### config.mk
export PLATFORM = sky130hd
export DESIGN_NAME = jtframe_db15_reader
export DESIGN_NICKNAME = d
export VERILOG_FILES = /design/src/rtl/jtframe_db15_reader.sv
export SDC_FILE = /design/constraint.sdc
export NUM_CORES = 1
export LEC_CHECK = 0
export CAP_MARGIN = 20
export CORE_MARGIN = 2
export CORE_UTILIZATION = 33
export DETAILED_ROUTE_END_ITERATION = 8
export HOLD_SLACK_MARGIN = 0.06
export PLACE_DENSITY_LB_ADDON = 0.2
export SKIP_CTS_REPAIR_TIMING = 1
export SYNTH_ARGS = -nofsm -noshare
export SYNTH_HDL_FRONTEND = slang
export SYNTH_SLANG_ARGS = --single-unit
### constraint.sdc
create_clock -name clk_sys -period 2.4 [get_ports clk_sys]
set_input_delay 0.72 -clock clk_sys [delete_from_list [all_inputs] [get_ports clk_sys]]
set_output_delay 0.72 -clock clk_sys [all_outputs]
set_load 0.03 [all_outputs]
### src/rtl/jtframe_db15_reader.sv
// DB15 adapter reader: scans a 74HC165 chain over JOY_LOAD/JOY_CLK/JOY_DATA and publishes two
// active-high joystick words once two consecutive scans agree.
module jtframe_db15_reader #(
    parameter int unsigned CLKDIV  = 24,
    parameter int unsigned NBITS   = 24,
    parameter int unsigned PERBITS = 12,
    parameter int unsigned GAP     = 16
) (
    input  logic        clk_sys,
    input  logic        rst_n,
    input  logic        enable,
    output logic        JOY_CLK,
    output logic        JOY_LOAD,
    input  logic        JOY_DATA,
    output logic [15:0] joystick1,
    output logic [15:0] joystick2,
    output logic        joy_upd
);

    localparam int unsigned DW = (CLKDIV > 1) ? $clog2(CLKDIV) : 1;
    localparam int unsigned BW = (NBITS > 1) ? $clog2(NBITS) : 1;
    localparam int unsigned GW = (GAP > 1) ? $clog2(GAP) : 1;

    typedef enum logic [2:0] {
        StIdle,
        StLoad,
        StSamp,
        StRise,
        StDone,
        StGap
    } state_t;

    state_t           r_state;
    logic [DW-1:0]    r_div;
    logic [BW-1:0]    r_bit;
    logic [GW-1:0]    r_gap;
    logic [1:0]       r_sync;
    logic [NBITS-1:0] r_raw;
    logic [NBITS-1:0] r_prev;
    logic             w_tick;
    logic             w_last_bit;

    assign w_tick     = (r_div == DW'(CLKDIV - 1));
    assign w_last_bit = (r_bit == BW'(NBITS - 1));

    always_ff @(posedge clk_sys or negedge rst_n) begin
        if (!rst_n) begin
            r_div <= '0;
        end else if (w_tick) begin
            r_div <= '0;
        end else begin
            r_div <= r_div + 1'b1;
        end
    end

    // Chain output idles high, so the synchroniser resets to "no button pressed".
    always_ff @(posedge clk_sys or negedge rst_n) begin
        if (!rst_n) begin
            r_sync <= 2'b11;
        end else begin
            r_sync <= {r_sync[0], JOY_DATA};
        end
    end

    always_ff @(posedge clk_sys or negedge rst_n) begin
        if (!rst_n) begin
            r_state   <= StIdle;
            r_bit     <= '0;
            r_gap     <= '0;
            r_raw     <= '0;
            r_prev    <= '0;
            JOY_CLK   <= 1'b0;
            JOY_LOAD  <= 1'b1;
            joystick1 <= '0;
            joystick2 <= '0;
            joy_upd   <= 1'b0;
        end else begin
            joy_upd <= 1'b0;
            if (!enable) begin
                // Abort is immediate; clearing prev forces two fresh scans after re-enable.
                r_state  <= StIdle;
                r_bit    <= '0;
                r_prev   <= '0;
                JOY_CLK  <= 1'b0;
                JOY_LOAD <= 1'b1;
            end else begin
                case (r_state)
                    StIdle: begin
                        if (w_tick) begin
                            r_state  <= StLoad;
                            JOY_LOAD <= 1'b0;
                        end
                    end
                    StLoad: begin
                        if (w_tick) begin
                            r_state  <= StSamp;
                            r_bit    <= '0;
                            JOY_LOAD <= 1'b1;
                        end
                    end
                    StSamp: begin
                        if (w_tick) begin
                            r_raw[r_bit] <= ~r_sync[1];
                            JOY_CLK      <= 1'b1;
                            r_state      <= StRise;
                        end
                    end
                    StRise: begin
                        if (w_tick) begin
                            JOY_CLK <= 1'b0;
                            if (w_last_bit) begin
                                r_state <= StDone;
                            end else begin
                                r_bit   <= r_bit + 1'b1;
                                r_state <= StSamp;
                            end
                        end
                    end
                    StDone: begin
                        // Single-cycle filter step; not tick-gated so it does not lengthen the scan.
                        if (r_raw == r_prev) begin
                            joystick1 <= 16'(r_raw[PERBITS-1:0]);
                            joystick2 <= 16'(r_raw[2*PERBITS-1:PERBITS]);
                            joy_upd   <= 1'b1;
                        end
                        r_prev  <= r_raw;
                        r_gap   <= '0;
                        r_state <= StGap;
                    end
                    StGap: begin
                        if (w_tick) begin
                            if (r_gap == GW'(GAP - 1)) begin
                                r_state  <= StLoad;
                                JOY_LOAD <= 1'b0;
                            end else begin
                                r_gap <= r_gap + 1'b1;
                            end
                        end
                    end
                    default: begin
                        r_state <= StIdle;
                    end
                endcase
            end
        end
    end

endmodule

==> impl_metrics.json <==
{
  "ys_seq_elements": 94,
  "max_cap_viol_count": 0,
  "dp.cells": 612,
  "critPathArrivalTime_ns": 2.58,
  "placed_cell_area_um2": 4970,
  "syn_inst": 409,
  "fp-row-count": 42,
  "final_cell_count_no_fill": 627,
  "path_max_fanout": 24,
  "start_kind": "flip-flop",
  "cp_slowest_cell": "or4b_1",
  "cts_max_level": 3,
  "cts.sinks": 94,
  "cts_buffers": 9,
  "nNetsFinal": 457,
  "yosys.area_share.xor_xnor": 0.0518,
  "yosysWarnings": 0,
  "setup_slack_ns": 0.0525,
  "slew_violations": 0,
  "hp-class": "in2async",
  "fin_area_um2": 5240,
  "vias": 3011,
  "period_needed_ns": 2.35,
  "ir_worst_vdd_mv": 0.241,
  "dieHeight_um": 119,
  "clockBufferDepth": 2,
  "syn-mean-instance-area_um2": 10.7,
  "coreArea_um2": 13100,
  "antennaDiodeCount": 0,
  "drt_iter0_markers": 195,
  "relSlewSlack": 0.667,
  "setup_violations": 0,
  "synth_compound_area_frac": 0.110,
  "wl_per_cell_um": 15.4,
  "rr_worst_depth": 6,
  "die_x_um": 119,
  "synth_edf_count": 0,
  "crit_required_ns": 2.63,
  "initial_core_util": 0.335,
  "worstSetupPathType": "reg2reg",
  "rrSetupSlack_ns": 0.05,
  "synth_ff_type": "dfrtp_1",
  "ys_seq_area_frac": 0.536,
  "drc": 0,
  "layout-drive-gt1-share": 0.151,
  "dp_hpwl_um": 6450,
  "io_buffers": 30,
  "firstDrtPassIters": 4,
  "p_per_area_nw_per_um2": 573,
  "pre_cts_ws_ns": -0.206,
  "critical_path.endpoint_type": "flip-flop",
  "grt_max_degree": 39,
  "slowest_delay_ns": 0.59,
  "synth_top_family_by_area": "simple AND/OR/NAND/NOR gates",
  "place.gp.congestion": 0.819,
  "critical-path-top-delay-family": "simple AND/OR/NAND/NOR gates",
  "finClkSkew_ns": 0.00408,
  "synthAdderAreaFrac": 0.0171,
  "tightest_slew_ns": 0.500,
  "grt_use_total": 0.147,
  "clk_pin_slew_ns": 0.06,
  "reg2reg_from": "r_raw[8]",
  "path_cells": "xor2_1, nor4_2, nand3_1, or4b_1, buf_12, mux2_4",
  "synthMuxAreaShare": 0.0900,
  "max_freq_mhz": 426,
  "async_flop_share": 1.00,
  "r2r_end": "joystick1[4]",
  "fin_crit_sh": 0.978,
  "syn_area_um2": 4400,
  "grt_pass1_wl_um": 16100,
  "grt_pass1_vias": 3017,
  "die_area_um2": 14300,
  "hold_viol": 0,
  "grt_remaining_overflow": 0,
  "ant_nets": 0,
  "status": "finished clean",
  "cts-root-buf": "clkbuf_16",
  "num_io_pins": 39,
  "vias_per_cell": 4.80,
  "worst-path-buf-inv": 1,
  "synth_simple_gate_area_frac": 0.141,
  "antenna_found_initial": 0,
  "p_leak_nw": 2.35,
  "synth_cell_types": 44,
  "clock_latency_ns": 0.35,
  "tritoncts": "built",
  "area_delta_synth_final_pct": 19.3,
  "wl_um": 9640,
  "n_fill_cell": 1290
}
## worst register-to-register path, cell delays in order, from the launching register on
cell	delay, ns
dfrtp_1	0.39
xor2_1	0.20
nor4_2	0.37
nand3_1	0.16
or4b_1	0.59
buf_12	0.20
mux2_4	0.33
## report_power, final
part           switching (mW)  total [mW]  leakage [nW]  internal (mW)
registers             0.00835        1.60          1.28           1.59
logic                  0.0669      0.0833         0.942         0.0164
clock network           0.572        1.32         0.133          0.753
total                   0.647        3.01          2.35           2.36
## routing by layer
| metal | vias to the layer above | routed length, um | global-route usage |
|---|---|---|---|
| li1 | 1468 | - | - |
| met1 | 1497 | 4460 | 0.190 |
| met2 | 33 | 4770 | 0.238 |
| met3 | 13 | 192 | 0.0249 |
| met4 | 0 | 214 | 0.0757 |
| met5 | - | 0 | 0 |
## cell usage in the layout, fill, tap and decap left out, drive strengths merged, types with 3 or more instances in the layout
| master | synthesis | layout |
|---|---|---|
| dfrtp | 91 | 91 |
| nand2 | 61 | 61 |
| a21oi | 43 | 43 |
| clkdlybuf4s50 | 0 | 29 |
| buf | 12 | 25 |
| mux2 | 24 | 24 |
| xnor2 | 20 | 20 |
| a31oi | 20 | 20 |
| clkbuf | 22 | 14 |
| o21ai | 12 | 12 |
| nor2 | 10 | 10 |
| inv | 9 | 9 |
| nand3 | 8 | 8 |
| conb | 1 | 8 |
| nor2b | 7 | 7 |
| xor2 | 6 | 6 |
| and2 | 6 | 6 |
| ha | 6 | 6 |
| nand4 | 5 | 5 |
| mux2i | 5 | 5 |
| nor3b | 4 | 4 |
| o31ai | 4 | 4 |
| nor4 | 4 | 4 |
| dfstp | 3 | 3 |
| nor3 | 3 | 3 |
## Yosys cell counts (3+ instances only)
master	number	share of area
nand2_1	61	0.052
a31oi_1	20	0.028
xor2_1	6	0.012
buf_4	9	0.015
nor3_1	3	0.0034
ha_1	6	0.017
nand4_1	5	0.0071
nand3_1	8	0.0091
dfstp_2	3	0.018
nor2_1	10	0.0085
inv_1	9	0.0077
o31ai_1	4	0.0068
mux2i_1	5	0.011
mux2_2	4	0.010
o21ai_0	12	0.014
dfrtp_1	91	0.52
clkbuf_1	22	0.019
xnor2_1	20	0.040
a21oi_1	43	0.049
and2_1	6	0.0085
nor2b_1	6	0.0085
mux2_4	20	0.068
nor3b_1	4	0.0068
nor4_1	4	0.0057
## cell type report
| type | count | area [um2] | share of cell area |
|---|---|---|---|
| flip-flops and latches | 94 | 2360 | 0.449 |
| multi-input cells | 279 | 1840 | 0.350 |
| repair buffers | 54 | 528 | 0.101 |
| clock buffers | 14 | 264 | 0.0503 |
| well taps | 176 | 220 | 0.0420 |
| inverters | 9 | 33.8 | 0.00644 |
| clock inverters | 1 | 5.00 | 0.000954 |
## how the worst max path moves through the flow
stage	start	endpoint	slack [ns]	depth (start not counted)
after floorplan	r_raw[22]	joystick1[0]	0.26	7
after global placement	enable	joystick1[1]	-0.19	5
after detailed placement	enable	joystick1[1]	-0.21	5
after CTS	r_raw[8]	joystick1[9]	0.03	6
after global routing	r_raw[22]	joystick1[9]	-0.02	6
final	r_raw[8]	joystick1[4]	0.05	6
## state kept, by name (all words and copies together) (netlist names), 2 cells and up
signal,cells
r_div,5
joystick2,12
r_state,3
r_bit,5
r_raw,24
r_sync,2
r_prev,24
r_gap,4
joystick1,12
## stage by stage
| stage | hold WS [ns] | util | setup TNS, ns | total power [mW] |
|---|---|---|---|---|
| 5_1_grt | 0.345 | 0.399 | -0.121 | 3.14 |
| 3_5_place_dp | 0.348 | 0.378 | -4.63 | 1.71 |
| 3_3_place_gp | 0.346 | 0.378 | -4.34 | 1.71 |
| 4_1_cts | 0.332 | 0.399 | 0 | 3.06 |
| 6_report | 0.324 | 0.399 | 0 | 3.01 |
| 2_1_floorplan | 0.345 | - | 0 | 1.67 |
## cell families after synthesis
| group | after synthesis |
|---|---|
| multiplexers | 29 |
| AO/OA/AOI/OAI | 85 |
| buffers and inverters | 43 |
| AND/OR/NAND/NOR | 125 |
| other | 1 |
| flip-flops | 94 |
| adder cells (fa/ha/maj) | 6 |
| XOR/XNOR | 26 |
Power figures use the tool's default switching activity.
